**config.mk**
```make
export PLATFORM = sky130hd
export DESIGN_NAME = bram_arbiter
export DESIGN_NICKNAME = d
export VERILOG_FILES = /design/src/rtl/bram_arbiter.sv
export SDC_FILE = /design/constraint.sdc
export NUM_CORES = 1
export LEC_CHECK = 0
export BUFFER_PORTS_ARGS = -buffer_cell sky130_fd_sc_hd__buf_2
export CORE_MARGIN = 3
export CORE_UTILIZATION = 45
export DETAILED_ROUTE_END_ITERATION = 16
export MAX_ROUTING_LAYER = met4
export PLACE_DENSITY = 0.79
export SYNTH_ARGS = -nofsm -noshare
export SYNTH_HDL_FRONTEND = slang
export SYNTH_SLANG_ARGS = --single-unit
```
**constraint.sdc**
```tcl
create_clock -name clk -period 1.85 [get_ports clk]
set_input_delay 0.2775 -clock clk [delete_from_list [all_inputs] [get_ports clk]]
set_output_delay 0.2775 -clock clk [all_outputs]
set_load 0.05 [all_outputs]
```
**src/rtl/bram_arbiter.sv**
```systemverilog
// bram_arbiter
//   Shares one port of the 16-bit dual-port BRAM between two requesters:
//   requester 0 is the CPU load/store path, requester 1 is the pong/video engine.
//   A request/grant handshake accepts one transaction at a time. Each accepted
//   transaction is driven onto the BRAM port for one cycle. Read data is returned
//   to the requester that won, together with a one-cycle valid pulse.
//
// Ports
//   clk, reset                  clock; asynchronous active-low reset
//   rN_req/we/addr/wdata        request from requester N (held until gnt)
//   rN_gnt                      one-cycle pulse: request accepted
//   rN_rvalid / rN_rdata        read data return (rdata holds last value)
//   mem_addr/mem_wdata/mem_we   BRAM port drive (registered)
//   mem_rdata                   BRAM q, valid one clock after address sampled
//
// Build option
//   ARB_ROUND_ROBIN_EN  when defined, a tie goes to the requester that did not
//                       win last. Otherwise requester 0 always wins a tie.
//
// state     | meaning
// ----------+-------------------------------------------------------------
// IDLE      | waiting for a request; arbitrates and registers the winner
// ACCESS    | mem_* stable; BRAM samples at the closing edge
// READ_WAIT | BRAM q valid; capture into winner's rdata, pulse rvalid

module bram_arbiter #(
  parameter int DATA_WIDTH = 16,
  parameter int ADDR_WIDTH = 10
) (
  input  logic                  clk,
  input  logic                  reset,
  input  logic                  r0_req,
  input  logic                  r0_we,
  input  logic [ADDR_WIDTH-1:0] r0_addr,
  input  logic [DATA_WIDTH-1:0] r0_wdata,
  output logic                  r0_gnt,
  output logic                  r0_rvalid,
  output logic [DATA_WIDTH-1:0] r0_rdata,
  input  logic                  r1_req,
  input  logic                  r1_we,
  input  logic [ADDR_WIDTH-1:0] r1_addr,
  input  logic [DATA_WIDTH-1:0] r1_wdata,
  output logic                  r1_gnt,
  output logic                  r1_rvalid,
  output logic [DATA_WIDTH-1:0] r1_rdata,
  output logic [ADDR_WIDTH-1:0] mem_addr,
  output logic [DATA_WIDTH-1:0] mem_wdata,
  output logic                  mem_we,
  input  logic [DATA_WIDTH-1:0] mem_rdata
);

  typedef enum logic [1:0] {IDLE, ACCESS, READ_WAIT} state_t;

  state_t                state_q, state_d;
  logic                  last_winner_q, last_winner_d;
  logic                  cur_id_q, cur_id_d;
  logic                  cur_we_q, cur_we_d;
  logic                  r0_gnt_q, r0_gnt_d;
  logic                  r1_gnt_q, r1_gnt_d;
  logic                  r0_rvalid_q, r0_rvalid_d;
  logic                  r1_rvalid_q, r1_rvalid_d;
  logic [DATA_WIDTH-1:0] r0_rdata_q, r0_rdata_d;
  logic [DATA_WIDTH-1:0] r1_rdata_q, r1_rdata_d;
  logic [ADDR_WIDTH-1:0] mem_addr_q, mem_addr_d;
  logic [DATA_WIDTH-1:0] mem_wdata_q, mem_wdata_d;
  logic                  mem_we_q, mem_we_d;
  logic                  tie_win;
  logic                  win;

  // Winner when both requesters ask in the same IDLE cycle.
  always_comb begin
    tie_win = 1'b0;
`ifdef ARB_ROUND_ROBIN_EN
    tie_win = ~last_winner_q;
`endif
  end

  always_comb begin
    state_d       = state_q;
    last_winner_d = last_winner_q;
    cur_id_d      = cur_id_q;
    cur_we_d      = cur_we_q;
    r0_gnt_d      = 1'b0;
    r1_gnt_d      = 1'b0;
    r0_rvalid_d   = 1'b0;
    r1_rvalid_d   = 1'b0;
    r0_rdata_d    = r0_rdata_q;
    r1_rdata_d    = r1_rdata_q;
    mem_addr_d    = mem_addr_q;
    mem_wdata_d   = mem_wdata_q;
    mem_we_d      = mem_we_q;
    win           = (r0_req && r1_req) ? tie_win : r1_req;

    case (state_q)
      IDLE: begin
        if (r0_req || r1_req) begin
          mem_addr_d    = win ? r1_addr  : r0_addr;
          mem_wdata_d   = win ? r1_wdata : r0_wdata;
          mem_we_d      = win ? r1_we    : r0_we;
          cur_we_d      = win ? r1_we    : r0_we;
          cur_id_d      = win;
          last_winner_d = win;
          r0_gnt_d      = ~win;
          r1_gnt_d      = win;
          state_d       = ACCESS;
        end
      end
      ACCESS: begin
        mem_we_d = 1'b0;
        state_d  = cur_we_q ? IDLE : READ_WAIT;
      end
      READ_WAIT: begin
        if (cur_id_q) begin
          r1_rdata_d  = mem_rdata;
          r1_rvalid_d = 1'b1;
        end else begin
          r0_rdata_d  = mem_rdata;
          r0_rvalid_d = 1'b1;
        end
        state_d = IDLE;
      end
      default: state_d = IDLE;
    endcase
  end

  always_ff @(posedge clk or negedge reset) begin
    if (!reset) begin
      state_q       <= IDLE;
      last_winner_q <= 1'b1;
      cur_id_q      <= 1'b0;
      cur_we_q      <= 1'b0;
      r0_gnt_q      <= 1'b0;
      r1_gnt_q      <= 1'b0;
      r0_rvalid_q   <= 1'b0;
      r1_rvalid_q   <= 1'b0;
      r0_rdata_q    <= '0;
      r1_rdata_q    <= '0;
      mem_addr_q    <= '0;
      mem_wdata_q   <= '0;
      mem_we_q      <= 1'b0;
    end else begin
      state_q       <= state_d;
      last_winner_q <= last_winner_d;
      cur_id_q      <= cur_id_d;
      cur_we_q      <= cur_we_d;
      r0_gnt_q      <= r0_gnt_d;
      r1_gnt_q      <= r1_gnt_d;
      r0_rvalid_q   <= r0_rvalid_d;
      r1_rvalid_q   <= r1_rvalid_d;
      r0_rdata_q    <= r0_rdata_d;
      r1_rdata_q    <= r1_rdata_d;
      mem_addr_q    <= mem_addr_d;
      mem_wdata_q   <= mem_wdata_d;
      mem_we_q      <= mem_we_d;
    end
  end

  assign r0_gnt    = r0_gnt_q;
  assign r1_gnt    = r1_gnt_q;
  assign r0_rvalid = r0_rvalid_q;
  assign r1_rvalid = r1_rvalid_q;
  assign r0_rdata  = r0_rdata_q;
  assign r1_rdata  = r1_rdata_q;
  assign mem_addr  = mem_addr_q;
  assign mem_wdata = mem_wdata_q;
  assign mem_we    = mem_we_q;

endmodule

```
==> results.sh, run 1 <==
export IMPL_drtPass1Iterations=4
export IMPL_hold_viol_final=0
export IMPL_core_area_mm2=0.00596
export IMPL_clockBufferDepth=2
export IMPL_pre_cts_ws_ps=324
export IMPL_grt_pass1_wl_mm=11.3
export IMPL_synthCells=209
export IMPL_whs_ps=185
export IMPL_route_detailed_drc=0
export IMPL_cts_htree_levels=3
export IMPL_power_internal_uw=3920
export IMPL_fp_dieH_um=84.8
export IMPL_drt_wl_total_mm=6.78
export IMPL_drtAntennaViolNets=0
export IMPL_hp_class="in -> reg"
export IMPL_dpl_hpwl_mm=5.06
export IMPL_io_pins=137
export IMPL_ys_seq_elements=67
export IMPL_syn_nets=283
export IMPL_grt_overflow=0
export IMPL_peakVddDrop_mv=1.70
export IMPL_switching_share_pct=52.2
export IMPL_antenna_found_initial=0
export IMPL_post_cts_repair_setup_buffers=0
export IMPL_fillers=491
export IMPL_cts_root_buf="clkbuf_8"
export IMPL_wl_per_cell_um=15.7
export IMPL_p_per_area_mw_per_mm2=2190
export IMPL_avgSynthCellArea_um2=13.4
export IMPL_dieWidth_um=84.8
export IMPL_start_util_pct=46.9
export IMPL_clkSinkCount=67
export IMPL_placed_cell_area_mm2=0.00355
export IMPL_ys_types=21
export IMPL_critPathKind="reg -> reg"
export IMPL_critPathLaunchType="register"
export IMPL_first_iter_violations=98
export IMPL_cts_resized=0
export IMPL_finalCritPeriodShare_pct=82.6
export IMPL_yosys_warnings=0
export IMPL_clock_latency_ps=330
export IMPL_endpoint_kind="register"
export IMPL_num_rows=28
export IMPL_grt_max_degree=47
export IMPL_syn_area_mm2=0.00279
export IMPL_skew_ps=6.11
export IMPL_cp_max_fo=22
export IMPL_rsz0062_at_grt="false"
export IMPL_area_delta_synth_final_pct=33.9
export IMPL_diodes=0
export IMPL_cts_tree="yes"
export IMPL_seq_area_mm2=0.00168
export IMPL_comb_power_share_pct=55.4
export IMPL_cts_made_buffers=9
export IMPL_crit_required_ps=2050
export IMPL_vias_per_cell=5.00
export IMPL_fmax_mhz=655
export IMPL_arrival_ps=1730
export IMPL_setup_viol_count_final=0
export IMPL_seq_area_frac_synth_pct=60.0
export IMPL_post_route_cells_drive_above_1_share_pct=55.6
export IMPL_drv_slew=0
export IMPL_max_slew_margin_rel_pct=62.3
export IMPL_tns_ps=0
export IMPL_port_buffers=136
export IMPL_grt_pass1_vias=2301
export IMPL_clk_pin_slew_worst_paths_ps=70
export IMPL_run_status="completed"
export IMPL_setup_ws_ps=323
export IMPL_grt_use_total_pct=20.7
export IMPL_nNetsFinal=425
export IMPL_period_minus_slack_ps=1530
export IMPL_place_congestion=0.770
export IMPL_p_leak_uw=0.00195
export IMPL_dieArea_mm2=0.00719
export IMPL_maxCapViolCount=0
export IMPL_p_clk_share_pct=13.1
export IMPL_fin_util_pct=62.8
export IMPL_multi_input_area_mm2=0.00103
export IMPL_power_switching_uw=4280
export IMPL_p_seq_share_pct=31.5
export IMPL_fin_area_mm2=0.00374
export IMPL_vias=2156
export IMPL_tightest_slew_ps=566
repair_timing:
action                     CTS  global route
setup endpoints to repair    0             0
hold endpoints to repair    21             0
hold buffers                 1             0
cell families (layout without fill, tap and decap cells):
group | after synthesis | in the layout | synth area share [%]
simple gates | 10 | 10 | 2.60
buf+inv | 16 | 163 | 3.23
flops | 67 | 67 | 60.0
compound gates | 57 | 57 | 10.3
mux | 59 | 59 | 23.8
worst max-delay path, cell delays in order, from the launching register on:
cell     delay [ps]
dfrtp_1         450
nor2_2          150
and2_1          340
buf_4           320
a21oi_1         120
path summary, 6_finish.rpt:
check / cells past startpoint / startpoint / slack [ps] / to
max: 4 / state_q[1] / 320 / mem_wdata[15]
min: 2 / mem_rdata[9] / 190 / r0_rdata[9]
max reg2reg: 4 / state_q[1] / 320 / mem_wdata[15]
min reg2reg: 1 / cur_we_q / 460 / state_q[1]
max in group asynchronous: 3 / reset / 880 / mem_wdata[8]
min in group asynchronous: 3 / reset / 460 / r1_rdata[4]
power groups by stage:
stage                     logic, uW  registers [uW]  clock network [uW]
after floorplan                1130            4910                   0
after detailed placement       4590            2590                   0
after global placement         4500            2560                   0
after global routing           4790            2670                1180
final                          4550            2590                1070
after CTS                      4590            2580                1120
sequential cells by signal, summed over array words and instances, names as in the netlist:
signal	count
mem_addr	10
r1_rdata	16
r0_rdata	16
mem_we	1
cur_id_q	1
state_q	2
r1_rvalid	1
r0_rvalid	1
mem_wdata	16
r1_gnt	1
cur_we_q	1
r0_gnt	1
layout make-up:
class	count	area share (%)
clock buffer	11	4.05
clock inverter	5	0.736
inverter	2	0.201
multi-input combinational	126	27.6
sequential	67	44.8
tap	75	2.51
timing repair buffer	145	20.1
cell usage after synthesis, drive strengths merged:
library cell / n / share of area (%)
a221oi: 1 / 0.31
buf: 9 / 2.3
dfrtp: 67 / 60
nand2b: 1 / 0.22
or2: 1 / 0.22
nor3: 2 / 0.76
a21oi: 56 / 10
mux2i: 27 / 9.7
nor2: 2 / 0.27
and2: 2 / 0.45
nand3b: 1 / 0.40
clkbuf: 5 / 0.67
mux2: 32 / 14
inv: 2 / 0.27
nor3b: 1 / 0.27
routing by layer:
layer  share of wire [%]  track usage, %
met5                   0               -
met4                 1.2            6.19
met1                  38            22.8
met2                  54            35.9
met3                 6.1            6.38
cells in the final DEF, fill, tap and decap left out, drive strengths merged, types with 2 or more instances in the layout:
master and instances:
buf 144, dfrtp 67, a21oi 56, mux2 32, mux2i 27, clkbuf 11
clkinv 4, and2 2, inv 2, nor3 2, nor2 2
through the flow:
step,std cells,total power (uW)
final,431,8200
after detailed placement,414,7190
after global routing,431,8640
after global placement,414,7060
after floorplan,209,6040
after CTS,431,8290
No activity file was read; power rests on OpenSTA's default activity.
==> run 2, diff against run 1 <==
--- a/config.mk
+++ b/config.mk
@@ -7,10 +7,10 @@
 export LEC_CHECK = 0
 export BUFFER_PORTS_ARGS = -buffer_cell sky130_fd_sc_hd__buf_2
 export CORE_MARGIN = 3
-export CORE_UTILIZATION = 45
+export CORE_UTILIZATION = 41
 export DETAILED_ROUTE_END_ITERATION = 16
 export MAX_ROUTING_LAYER = met4
-export PLACE_DENSITY = 0.79
+export PLACE_DENSITY = 0.75
 export SYNTH_ARGS = -nofsm -noshare
 export SYNTH_HDL_FRONTEND = slang
 export SYNTH_SLANG_ARGS = --single-unit
==> constraint.sdc (replaced) <==
create_clock -name clk -period 1.4 [get_ports clk]
set_input_delay 0.21 -clock clk [delete_from_list [all_inputs] [get_ports clk]]
set_output_delay 0.21 -clock clk [all_outputs]
set_load 0.05 [all_outputs]
==> results.sh, run 2 (synthesis results as in run 1) <==
export IMPL_maxCapViolCount=0
export IMPL_p_seq_share_pct=29.8
export IMPL_busiest_layer="met2"
export IMPL_tns_ps=0
export IMPL_post_route_cells_drive_above_1_share_pct=56.9
export IMPL_layout_common_cells="136 x buf_2, 65 x dfrtp_1, 56 x a21oi_1"
export IMPL_dieWidth_um=88.5
export IMPL_grt_use_total_pct=18.3
export IMPL_grt_util_met1_pct=22.7
export IMPL_antenna_found_initial=0
export IMPL_diodes=0
export IMPL_fin_area_mm2=0.00391
export IMPL_hp_class="in -> reg"
export IMPL_skew_ps=8.68
export IMPL_grt_overflow=0
export IMPL_cts_made_buffers=9
export IMPL_vias=2150
export IMPL_r2r_setup_slack_ps=50
export IMPL_finalPower_uw=11400
export IMPL_placed_cell_area_mm2=0.00366
export IMPL_num_rows=29
export IMPL_rr_endpoint="r0_rdata[5]"
export IMPL_drv_slew=0
export IMPL_clockBufferDepth=2
export IMPL_finalCritPeriodShare_pct=96.4
export IMPL_cp_max_fo=17
export IMPL_max_slew_margin_rel_pct=84.0
export IMPL_comb_power_share_pct=53.5
export IMPL_post_cts_repair_setup_buffers=0
export IMPL_port_buffers=136
export IMPL_rsz0062_at_grt="false"
export IMPL_route_detailed_drc=0
export IMPL_vias_per_cell=4.90
export IMPL_cts_root_buf="clkbuf_8"
export IMPL_power_switching_uw=5660
export IMPL_holdPathEnd="r1_rdata[1]"
export IMPL_fmax_mhz=741
export IMPL_drtAntennaViolNets=0
export IMPL_cts_tree="yes"
export IMPL_switching_share_pct=49.7
export IMPL_nNetsFinal=431
export IMPL_peakVddDrop_mv=1.69
export IMPL_fillers=525
export IMPL_grt_met2_usage_pct=28.3
export IMPL_r2r_start="state_q[0]"
export IMPL_clock_latency_ps=340
export IMPL_start_util_pct=43.2
export IMPL_drt_wl_total_mm=6.54
export IMPL_dpl_hpwl_mm=5.03
export IMPL_wl_per_cell_um=14.9
export IMPL_tightest_slew_ps=234
export IMPL_grt_util_met3_pct=4.56
export IMPL_fin_util_pct=60.6
export IMPL_p_clk_share_pct=16.7
export IMPL_dieArea_mm2=0.00784
export IMPL_drtPass1Iterations=4
export IMPL_area_delta_synth_final_pct=40.1
export IMPL_hold_viol_final=0
export IMPL_multi_input_area_mm2=0.00103
export IMPL_p_per_area_mw_per_mm2=2910
export IMPL_endpoint_kind="register"
export IMPL_critPathKind="reg -> reg"
export IMPL_reg2regPathDepth=3
export IMPL_worstHoldStart="mem_rdata[1]"
export IMPL_grt_max_degree=25
export IMPL_fp_dieH_um=88.5
export IMPL_clkSinkCount=67
export IMPL_io_pins=137
export IMPL_clk_pin_slew_worst_paths_ps=80
export IMPL_arrival_ps=1570
export IMPL_grt_pass1_vias=2160
export IMPL_cts_htree_levels=3
export IMPL_whs_ps=115
export IMPL_place_congestion=0.720
export IMPL_period_minus_slack_ps=1350
export IMPL_seq_area_mm2=0.00168
export IMPL_min_path_cells=2
export IMPL_core_area_mm2=0.00646
export IMPL_run_status="completed"
export IMPL_critPathLaunchType="register"
export IMPL_setup_viol_count_final=0
export IMPL_power_internal_uw=5730
export IMPL_crit_required_ps=1620
export IMPL_grt_pass1_wl_mm=10.5
export IMPL_p_leak_uw=0.00202
export IMPL_first_iter_violations=94
export IMPL_final_common_cell="buf_2"
-- run 2: power by group through the flow --
stage               Sequential, uW  Clock [uW]  Combinational [uW]
CTS                           3390        1970                6150
global route                  3510        2080                6430
global placement              3390           0                6030
detailed placement            3410           0                6150
floorplan                     6480           0                1500
finish                        3390        1910                6090
-- run 2: repair_timing --
item,CTS,global route
endpoints found under the hold margin,35,0
gates resized for setup,0,2
endpoints found under the setup margin,0,5
hold buffers,1,0
-- run 2: critical path: stages, from the launching register on --
cell     delay, ps
dfrtp_2        460
nor3_4         230
buf_12         200
mux2_2         340
-- run 2: worst max path at each step --
stage | cells after the start | start | to
after floorplan | 3 | cur_id_q | r0_rdata[10]
final | 3 | state_q[0] | r0_rdata[5]
after global placement | 3 | state_q[0] | r0_rdata[4]
after global routing | 3 | cur_id_q | r0_rdata[5]
after CTS | 3 | state_q[0] | r0_rdata[5]
after detailed placement | 3 | state_q[0] | r0_rdata[5]
-- run 2: final cells by class --
cell class,count,share of cell area [%]
Sequential cell,67,42.9
Timing Repair Buffer,151,21.9
Clock buffer,9,3.17
Inverter,2,0.192
Clock inverter,7,2.97
Multi-Input combinational cell,126,26.4
Tap cell,77,2.46
-- run 2: stage by stage --
stage	std cells	setup slack (ps)
2_1_floorplan	209	17.4
6_report	439	50.3
4_1_cts	439	17.1
3_3_place_gp	422	108
5_1_grt	439	1.81
3_5_place_dp	422	29.9
-- run 2: routing by layer --
layer | wire (um) | vias up | part of all wire [%]
met5 | 0 | - | 0
met3 | 487 | 6 | 7.5
met1 | 2730 | 1011 | 42
met4 | 89 | 0 | 1.4
met2 | 3230 | 89 | 49
li1 | - | 1044 | -
==> run 3, diff against run 2 <==
--- a/config.mk
+++ b/config.mk
@@ -5,12 +5,15 @@
 export SDC_FILE = /design/constraint.sdc
 export NUM_CORES = 1
 export LEC_CHECK = 0
+export ABC_CLOCK_PERIOD_IN_PS = 1350
 export BUFFER_PORTS_ARGS = -buffer_cell sky130_fd_sc_hd__buf_2
+export CELL_PAD_IN_SITES_DETAIL_PLACEMENT = 0
+export CELL_PAD_IN_SITES_GLOBAL_PLACEMENT = 1
 export CORE_MARGIN = 3
-export CORE_UTILIZATION = 41
+export CORE_UTILIZATION = 35
 export DETAILED_ROUTE_END_ITERATION = 16
 export MAX_ROUTING_LAYER = met4
-export PLACE_DENSITY = 0.75
+export PLACE_DENSITY_LB_ADDON = 0.1
 export SYNTH_ARGS = -nofsm -noshare
 export SYNTH_HDL_FRONTEND = slang
 export SYNTH_SLANG_ARGS = --single-unit
==> constraint.sdc (replaced) <==
create_clock -name clk -period 1.35 [get_ports clk]
set_input_delay 0.2025 -clock clk [delete_from_list [all_inputs] [get_ports clk]]
set_output_delay 0.2025 -clock clk [all_outputs]
set_load 0.05 [all_outputs]
==> results.sh, run 3 (synthesis results as in run 1) <==
export IMPL_hp_class="in -> reg"
export IMPL_cp_max_fo=17
export IMPL_switching_share_pct=49.3
export IMPL_power_internal_uw=6100
export IMPL_grt_max_degree=68
export IMPL_cts_root_buf="clkbuf_8"
export IMPL_drtPass1Iterations=4
export IMPL_fp_dieH_um=95.3
export IMPL_skew_ps=6.68
export IMPL_final_common_cell="buf_2"
export IMPL_vias_per_cell=4.68
export IMPL_dieArea_mm2=0.00909
export IMPL_io_pins=137
export IMPL_nNetsFinal=429
export IMPL_setup_ws_ps=43.5
export IMPL_hold_viol_final=0
export IMPL_critPathKind="reg -> reg"
export IMPL_layout_common_cells="136 x buf_2, 65 x dfrtp_1, 56 x a21oi_1"
export IMPL_whs_ps=112
export IMPL_cts_htree_levels=3
export IMPL_place_congestion=0.729
export IMPL_holdPathEnd="r1_rdata[1]"
export IMPL_r2r_start="state_q[0]"
export IMPL_crit_required_ps=1570
export IMPL_clkSinkCount=67
export IMPL_p_per_area_mw_per_mm2=3030
export IMPL_grt_overflow=0
export IMPL_arrival_ps=1520
export IMPL_clockBufferDepth=2
export IMPL_r2r_setup_slack_ps=40
export IMPL_run_status="completed"
export IMPL_p_leak_uw=0.00203
export IMPL_dieWidth_um=95.3
export IMPL_grt_pass1_wl_mm=10.4
export IMPL_min_path_cells=2
export IMPL_grt_pass1_vias=2060
export IMPL_core_area_mm2=0.00749
export IMPL_slowest_stage="dfrtp_2"
export IMPL_fmax_mhz=765
export IMPL_max_slew_margin_rel_pct=75.9
export IMPL_drt_wl_total_mm=6.85
export IMPL_path_buf_inv=1
export IMPL_p_clk_share_pct=16.5
export IMPL_reg2regPathDepth=3
export IMPL_post_route_cells_drive_above_1_share_pct=56.8
export IMPL_endpoint_kind="register"
export IMPL_diodes=0
export IMPL_crit_family="flip-flops"
export IMPL_comb_power_share_pct=54.5
export IMPL_drv_slew=0
export IMPL_setup_viol_count_final=0
export IMPL_start_util_pct=37.3
export IMPL_wl_per_cell_um=14.9
export IMPL_p_seq_share_pct=29.0
export IMPL_cts_tree="yes"
export IMPL_period_minus_slack_ps=1310
export IMPL_clk_pin_slew_worst_paths_ps=80
export IMPL_clock_latency_ps=330
export IMPL_area_delta_synth_final_pct=42.0
export IMPL_pre_cts_ws_ps=18.4
export IMPL_post_cts_repair_setup_buffers=0
export IMPL_rsz0062_at_grt="true"
export IMPL_worstHoldStart="mem_rdata[1]"
export IMPL_antenna_found_initial=0
export IMPL_maxCapViolCount=0
export IMPL_route_detailed_drc=0
export IMPL_rr_endpoint="r0_rdata[3]"
export IMPL_cts_made_buffers=9
export IMPL_peakVddDrop_mv=1.48
export IMPL_port_buffers=136
export IMPL_vias=2144
export IMPL_drtAntennaViolNets=0
export IMPL_dpl_hpwl_mm=4.93
export IMPL_grt_use_total_pct=15.7
export IMPL_power_switching_uw=5930
export IMPL_num_rows=31
export IMPL_slowest_delay_ps=450
export IMPL_cp_cell_sequence="nor3_4 > buf_12 > mux2_2"
export IMPL_critPathLaunchType="register"
export IMPL_tightest_slew_ps=362
export IMPL_first_iter_violations=67
export IMPL_finalCritPeriodShare_pct=96.8
==> run 3: changes by cell type in the layout (fill, tap and decap cells not counted), sizes merged <==
cell / before / now
buf: 150 / 148
clkinv: 3 / 2
==> run 3: repair_timing <==
item / CTS / global route
gates resized for setup: 0 / 7
setup endpoints to repair: 0 / 18
hold buffers: 1 / 0
endpoints found under the hold margin: 67 / 0
==> run 3: cell type report <==
cell class	count	area, um^2
fillers	676	3520
flip-flops and latches	67	1680
multi-input cells	126	1040
repair buffers	149	872
clock buffers	9	124
well taps	99	124
clock inverters	6	115
inverters	2	7.51
==> run 3: power groups by stage <==
stage | clock network, uW | logic, uW | registers, uW
global placement | 0 | 6470 | 3530
floorplan | 0 | 1550 | 6720
detailed placement | 0 | 6550 | 3520
finish | 1990 | 6550 | 3490
CTS | 2040 | 6550 | 3500
global route | 2120 | 6900 | 3620
==> run 3: routing by layer <==
metal	vias up	GRT usage, %	wire, um
met5	-	-	0
met4	0	7.57	92
met3	11	3.55	511
met2	84	23.3	3190
met1	1007	20.3	3050
li1	1042	-	-
==> run 3: worst max path at each step <==
stage	end	start	cells past startpoint
3_3_place_gp	r0_rdata[2]	state_q[0]	3
6_report	r0_rdata[3]	state_q[0]	3
4_1_cts	r0_rdata[6]	state_q[0]	3
2_1_floorplan	r0_rdata[10]	cur_id_q	3
5_1_grt	r0_rdata[1]	state_q[0]	3
3_5_place_dp	r0_rdata[6]	state_q[0]	3
==> run 3: per-stage QoR <==
step | utilization [%] | setup TNS [ps] | area, um^2 | std cells | power (uW)
3_3_place_gp | 49.4 | 0 | 3700 | 442 | 10000
2_1_floorplan | - | -293 | 2790 | 209 | 8270
4_1_cts | 52.7 | 0 | 3950 | 458 | 12100
5_1_grt | 53.0 | -12.2 | 3970 | 458 | 12600
6_report | 53.0 | 0 | 3970 | 458 | 12000
3_5_place_dp | 49.4 | 0 | 3700 | 442 | 10100
